[src/rtl/perf_mmio_pkg.sv]
// perf_mmio_pkg: shared state encoding, register map, bit positions and BCD helper for perf_mmio.
package perf_mmio_pkg;
  typedef enum logic [1:0] {
    ST_IDLE   = 2'd0,
    ST_RUN    = 2'd1,
    ST_HALTED = 2'd2
  } state_t;
  localparam logic [2:0] OFF_CTRL    = 3'd0;
  localparam logic [2:0] OFF_STATUS  = 3'd1;
  localparam logic [2:0] OFF_CYCLES  = 3'd2;
  localparam logic [2:0] OFF_DISPLAY = 3'd3;
  localparam logic [2:0] OFF_COMPARE = 3'd4;
  localparam int CTRL_START = 0;
  localparam int CTRL_STOP  = 1;
  localparam int CTRL_CLEAR = 2;
  localparam int CTRL_SHOW  = 3;
  localparam int STAT_OVF  = 2;
  localparam int STAT_TMO  = 3;
  localparam int STAT_BUSY = 4;
  localparam logic [31:0] EBREAK = 32'h0010_0073;
  // Add 3 to every BCD nibble that is 5 or more, ahead of the next left shift.
  function automatic logic [23:0] bcd_adj(input logic [23:0] a);
    logic [23:0] r;
    r = a;
    for (int i = 0; i < 6; i++)
      r[i*4 +: 4] = (r[i*4 +: 4] >= 4'd5) ? r[i*4 +: 4] + 4'd3 : r[i*4 +: 4];
    return r;
  endfunction
endpackage

[src/rtl/perf_bcd_conv.sv]
// perf_bcd_conv: 32-step shift-add-3 converter keeping only the low six BCD digits (value mod 10^6).
module perf_bcd_conv (
  input  logic        clk,
  input  logic        reset_n,
  input  logic        start,
  input  logic        abort,
  input  logic [31:0] value,
  output logic        busy,
  output logic        done,
  output logic [23:0] bcd
);
  import perf_mmio_pkg::*;
  logic [31:0] bin;
  logic [23:0] adj;
  logic [4:0]  cnt;
  assign adj = bcd_adj(bcd);
  // Lower digits never depend on higher ones, so dropping digits above six yields value mod 10^6.
  always_ff @(posedge clk or negedge reset_n)
    if (!reset_n) begin
      busy <= 1'b0;
      done <= 1'b0;
      bin  <= '0;
      bcd  <= '0;
      cnt  <= '0;
    end else begin
      done <= 1'b0;
      if (abort) begin
        busy <= 1'b0;
      end else if (busy) begin
        bcd <= {adj[22:0], bin[31]};
        bin <= {bin[30:0], 1'b0};
        cnt <= cnt + 5'd1;
        if (cnt == 5'd31) begin
          busy <= 1'b0;
          done <= 1'b1;
        end
      end else if (start) begin
        busy <= 1'b1;
        bin  <= value;
        bcd  <= '0;
        cnt  <= '0;
      end
    end
endmodule

[src/rtl/perf_mmio.sv]
// perf_mmio: memory-mapped cycle counter with ebreak halt and BCD display.
// Define PERF_MMIO_TIMEOUT_EN to add the COMPARE timeout halt.
module perf_mmio #(
  parameter logic [31:0] BASE_ADDR = 32'h0000_0400
) (
  input  logic        clk,
  input  logic        reset_n,
  input  logic [31:0] addr,
  input  logic [31:0] wdata,
  input  logic        we,
  input  logic [31:0] instr,
  output logic [31:0] rdata,
  output logic        sel,
  output logic [23:0] digits,
  output logic        halted
);
  import perf_mmio_pkg::*;
  state_t      state, state_nx;
  logic [31:0] cycles, compare;
  logic [23:0] display, cyc_digits, conv_bcd;
  logic [2:0]  off;
  logic        show, ovf, tmo, run;
  logic        wr, wr_ctrl, start, stop, clr, cyc_wr, inc, wrap, tmo_hit;
  logic        conv_busy, conv_done;
  logic        unused_addr;
  assign unused_addr = ^addr[1:0];
  assign sel     = addr[31:5] == BASE_ADDR[31:5];
  assign off     = addr[4:2];
  assign wr      = we && sel;
  assign wr_ctrl = wr && off == OFF_CTRL;
  assign start   = wr_ctrl && wdata[CTRL_START];
  assign stop    = wr_ctrl && wdata[CTRL_STOP];
  assign clr     = wr_ctrl && wdata[CTRL_CLEAR];
  assign cyc_wr  = wr && off == OFF_CYCLES;
  assign inc     = run && !clr && !cyc_wr;
  assign wrap    = inc && &cycles;
  always_ff @(posedge clk or negedge reset_n)
    if (!reset_n) state <= ST_IDLE;
    else state <= state_nx;
  // Stop outranks everything; a halt request in RUN outranks a redundant start.
  always_comb
    state_nx = stop ? ST_IDLE
             : (run && (instr == EBREAK || tmo_hit)) ? ST_HALTED
             : start ? ST_RUN
             : state;
  always_comb begin
    run    = state == ST_RUN;
    halted = state == ST_HALTED;
  end
  always_ff @(posedge clk or negedge reset_n)
    if (!reset_n) begin
      cycles     <= '0;
      ovf        <= 1'b0;
      show       <= 1'b0;
      display    <= '0;
      cyc_digits <= '0;
    end else begin
      cycles <= clr ? '0 : cyc_wr ? wdata : inc ? cycles + 32'd1 : cycles;
      ovf    <= clr ? 1'b0 : ovf | wrap;
      if (wr_ctrl) show <= wdata[CTRL_SHOW];
      if (wr && off == OFF_DISPLAY) display <= wdata[23:0];
      if (conv_done && show) cyc_digits <= conv_bcd;
    end
`ifdef PERF_MMIO_TIMEOUT_EN
  assign tmo_hit = inc && !stop && compare != '0 && cycles + 32'd1 == compare;
  always_ff @(posedge clk or negedge reset_n)
    if (!reset_n) begin
      compare <= '0;
      tmo     <= 1'b0;
    end else begin
      if (wr && off == OFF_COMPARE) compare <= wdata;
      tmo <= clr ? 1'b0 : tmo | tmo_hit;
    end
`else
  assign tmo_hit = 1'b0;
  assign compare = '0;
  assign tmo     = 1'b0;
`endif
  perf_bcd_conv u_conv (
    .clk     (clk),
    .reset_n (reset_n),
    .start   (show && !conv_busy),
    .abort   (!show),
    .value   (cycles),
    .busy    (conv_busy),
    .done    (conv_done),
    .bcd     (conv_bcd)
  );
  assign digits = show ? cyc_digits : display;
  always_comb
    rdata = !sel ? '0
          : off == OFF_CTRL    ? {28'd0, show, 3'd0}
          : off == OFF_STATUS  ? {27'd0, conv_busy, tmo, ovf, state}
          : off == OFF_CYCLES  ? cycles
          : off == OFF_DISPLAY ? {8'd0, display}
          : off == OFF_COMPARE ? compare
          : '0;
endmodule

[config.mk]
export PLATFORM = sky130hd
export DESIGN_NAME = perf_mmio
export DESIGN_NICKNAME = d
export VERILOG_FILES = /design/src/rtl/perf_mmio_pkg.sv /design/src/rtl/perf_bcd_conv.sv /design/src/rtl/perf_mmio.sv
export SDC_FILE = /design/constraint.sdc
export NUM_CORES = 1
export LEC_CHECK = 0
export BUFFER_PORTS_ARGS = -buffer_cell sky130_fd_sc_hd__buf_2
export CORE_UTILIZATION = 50
export CTS_BUF_LIST = sky130_fd_sc_hd__clkbuf_4 sky130_fd_sc_hd__clkbuf_8 sky130_fd_sc_hd__clkbuf_16
export DETAILED_ROUTE_END_ITERATION = 6
export GPL_TIMING_DRIVEN = 0
export PLACE_DENSITY = 0.73
export REMOVE_ABC_BUFFERS = 1
export SYNTH_ARGS = -nofsm -noshare
export SYNTH_HDL_FRONTEND = slang
export SYNTH_SLANG_ARGS = --single-unit
[constraint.sdc]
create_clock -name clk -period 2.5 [get_ports clk]
set_input_delay 0 -clock clk [delete_from_list [all_inputs] [get_ports clk]]
set_output_delay 0 -clock clk [all_outputs]
set_load 0.05 [all_outputs]
==> summary.md <==
| Metric | Value |
|---|---|
| Vias per std cell | 5.775 |
| Switch Pwr | roughly 0.0011 W |
| Post-synthesis mux area share | around 11% |
| Worst-Margin Slew | 0.9469 ns |
| Antenna Nets Post-Route | 0 |
| Area growth from synthesis to layout | 24.69% |
| Cell taking the most area after synthesis | dfrtp_1 |
| Final period utilization | between 90 and 100% |
| Peak VDD IR | just over 500 µV |
| Clk buf depth | 2 |
| Post-synth top area share | between 40% and 50% |
| Area contributors post-synth | dfrtp_1, mux2_2, mux2i_1 |
| Num ports | 157 |
| Combinational power share | 4.6% |
| Clk sink count | 147 |
| Reg2reg path depth | 6 |
| CP max FO | 16 |
| Setup repair after global routing missed its margin | no |
| CTS buffer count | 17 |
| Share of cells above drive strength 1 | between 20 and 25% |
| Root Driver | clkbuf_16 |
| Starting Density | 51.13% |
| Pins Over Slew Limit | 0 |
| Post-Route WL | ~22 mm |
| Max frequency | between 0.4 and 0.5 GHz |
| Clock power share | 50.4% |
| Final Util | a little under two thirds |
| Slowest cell on crit path | nor4_1 |
| Mapped Cells | around 850 |
| Die H | 129.2 µm |
| Antenna Cells | 0 |
| Internal | roughly 0.0041 W |
| DP Area | around 0.009 mm² |
| Seq/Total Area, Yosys | a little under half |
| Count of cell types in the netlist | just under 60 |
| Vias in the first global route | about 6.6k |
| Register clock-pin slew on the reported worst setup and hold paths | 0.06 ns |
| FP Rows | 46 |
| Worst EP required | 2.50 ns |
| Place WS | -1.129 ns |
| WP data arrival | about 2.4 ns |
| Max Used Layer | met4 |
| Detailed Route Iter0 Violations | 483 |
| Post-Synth XOR/XNOR Area | 3.463% |
| P_leak | roughly 4.5 nW |
| PwrDens | 524.1 mW/mm² |
| Yosys warning total | 0 |
| Post-synth top flop | dfrtp_1 |
| CP most frequent cell | buf_2 |
| CTS tree | yes |
| Crit. Startpoint | addr[22] |
| Synth async-reset ratio | between 90% and 100% |
| RR Startpoint | cycles[0] |
| Post-DP HPWL | 14.38 mm |
| Port Buffers | about 150 |
| GRT Overall Usage | between 20% and 30% |
| Max incr delay on CP | approximately 0.58 ns |
| Sequential power share | between 40% and 50% |
| Post-synthesis simple-gate area fraction | 17.93% |
| Critical path cell sequence | buf_2, nor4_1, and3_1, nand2_2, inv_4, o21ai_2, buf_8, nor2_1, buf_2 |
| Clock period minus worst slack | roughly 2.4 ns |
| Endpoints failing setup | 0 |
| Rel. slew slack | 36.64% |
| GRT overflow | 0 |
| Setup Fix Bufs, Post-CTS | 0 |
| Largest net degree at the start of global routing | 94 |
| Number of synthesized flops with an enable pin | 0 |
| Final Wtd Congestion | ~0.85 |
| Die width | 129.2 µm |
| TritonRoute pass-1 iters | 6 |
| Hold Path Class | input pin to register |
| First-pass GRT wire length | 34.38 mm |
| Wire length per cell | approximately 17 µm |
| Met3 wire len | around 1.4 mm |
| Mean post-synth cell area | 9.532 µm² |
| Switch share | a little over a fifth |
| Critical R2R Capture | cycles[18] |
| Critical Path End | rdata[6] |
| CP Launch Type | input pin |
| Via count | 7149 |
| Met2 Routed Length | about 10 mm |
| Met1 WL | about 9.6 mm |
| Floorplan Core Area | 0.01583 mm² |
| Post-Syn Area | 0.008093 mm² |
| Final #Nets | between 1k and 1.5k |
| Max-cap violations | 0 |
| Nature of the critical path endpoint | primary output |
| Clock latency on the worst-skew pair | 0.44 ns |
| Worst setup margin | between 0.09 and 0.1 ns |
| Antenna violations before repair | 0 |
| Synth Area in Compound Gates | between 10% and 20% |
| Crit Path Category | input pin to primary output |
| Fin Clk Skew | ~0.011 ns |
| FF-to-FF setup slack | roughly 0.13 ns |
| Seq cells post-synth | around 150 |
| Status | complete, no violations |
| Cell area after layout | ~0.01 mm² |
| Hold Vio Cnt, Final | 0 |
| Die area | around 0.017 mm² |
| Post-synthesis adder-cell area fraction | between 2 and 2.5% |
| Drc violations | 0 |
| H-tree depth | 4 |
| Main combinational cell family by area after synthesis | simple AND/OR/NAND/NOR gates |
## Yosys cell counts (all sizes together) (8+ instances only)
library cell and n:
clkbuf 38, nor4 14, buf 19, nand4 16
o21ai 64, xnor2 20, xor2 12, ha 15
a22oi 23, and4 8, mux2 52, nor2 81
o22ai 15, nand3 28, inv 34, dfrtp 147
mux2i 33, and3 25, a211oi 15, nand2 55
nor3 20, a21oi 52
## cell usage in the layout (no fill, tap or decap), drive strengths merged, types with 3 or more instances in the layout
cell | synthesis | layout
a211oi | 15 | 15
a21oi | 52 | 52
a221oi | 4 | 4
a22oi | 23 | 23
a2bb2oi | 3 | 3
a31oi | 5 | 5
and2 | 7 | 7
and3 | 25 | 25
and4 | 8 | 8
buf | 19 | 161
bufinv | 0 | 3
clkbuf | 38 | 20
clkinv | 0 | 5
clkinvlp | 0 | 3
dfrtp | 147 | 147
dlygate4sd3 | 0 | 37
ha | 15 | 15
inv | 34 | 35
mux2 | 52 | 52
mux2i | 33 | 33
nand2 | 55 | 55
nand2b | 7 | 7
nand3 | 28 | 28
nand4 | 16 | 16
nor2 | 81 | 81
nor2b | 3 | 3
nor3 | 20 | 20
nor4 | 14 | 14
nor4b | 4 | 4
nor4bb | 3 | 3
o21ai | 64 | 64
o22ai | 15 | 15
o32ai | 6 | 6
or4 | 3 | 3
xnor2 | 20 | 20
xor2 | 12 | 12
## registers in the layout (all words and copies together) (netlist names)
register,flops
u_conv.done,1
u_conv.bin,32
ovf,1
display,24
cycles,32
state,2
cyc_digits,24
u_conv.cnt,5
u_conv.bcd,24
u_conv.busy,1
show,1
## metal layers
metal	GRT usage, %	vias up
li1	-	3395
met1	36.16	3476
met2	42.76	245
met3	6.317	33
met4	11.28	0
met5	0	-
## stage by stage
stage	TNS (ns)	hold slack (ns)	power [W]	cells
after floorplan	-83.32	-0.2956	0.002458	792
after global placement	-400.16	0.2360	0.002610	1162
after detailed placement	-31.30	-0.007417	0.002622	1169
after CTS	0	0.04319	0.005319	1238
after global routing	0	0.1092	0.005448	1238
final	0	0.08033	0.005288	1238
## power by group through the flow
stage,clock network (W),registers (W),logic (W)
after floorplan,0,0.00242,0.0000334
after global placement,0,0.00242,0.000185
after detailed placement,0,0.00242,0.000198
after CTS,0.00270,0.00238,0.000242
after global routing,0.00280,0.00238,0.000267
final,0.00267,0.00238,0.000241
## logic make-up after synthesis
kind of cell    Yosys count
mux                      85
flops                   147
compound gates          198
buf+inv                  91
simple gates            281
xor+xnor                 32
fa+ha+maj                15
## area by class of cell
cell class                 count  area [µm²]
fill                        1267        5737
multi-input combinational    611        4108
sequential                   147        3684
timing repair buffer         198        1279
clock buffer                  20       466.7
tap                          216       270.3
clock inverter                12       153.9
inverter                      34       130.1
## worst max-delay path: cells and delay by family
kind	cells	cell delay, ns
buffers and inverters	4	0.83
AO/OA/AOI/OAI	1	0.19
AND/OR/NAND/NOR	4	1.37
## how the worst min path moves through the flow
stage	slack (ns)	end	cells past startpoint	startpoint
2_1_floorplan	-0.30	cyc_digits[0]	0	reset_n
3_3_place_gp	0.24	display[19]	2	wdata[19]
3_5_place_dp	-0.007	u_conv.bcd[23]	1	reset_n
4_1_cts	0.04	state[1]	6	instr[3]
5_1_grt	0.11	show	4	we
6_report	0.08	state[1]	3	we
## timing repair
action	4_1_cts	5_1_grt
endpoints found under the hold margin	113	0
pin swaps	0	1
endpoints found under the setup margin	56	20
hold buffers	37	0
resized for setup	5	5
No activity file was read; power rests on OpenSTA's default activity.
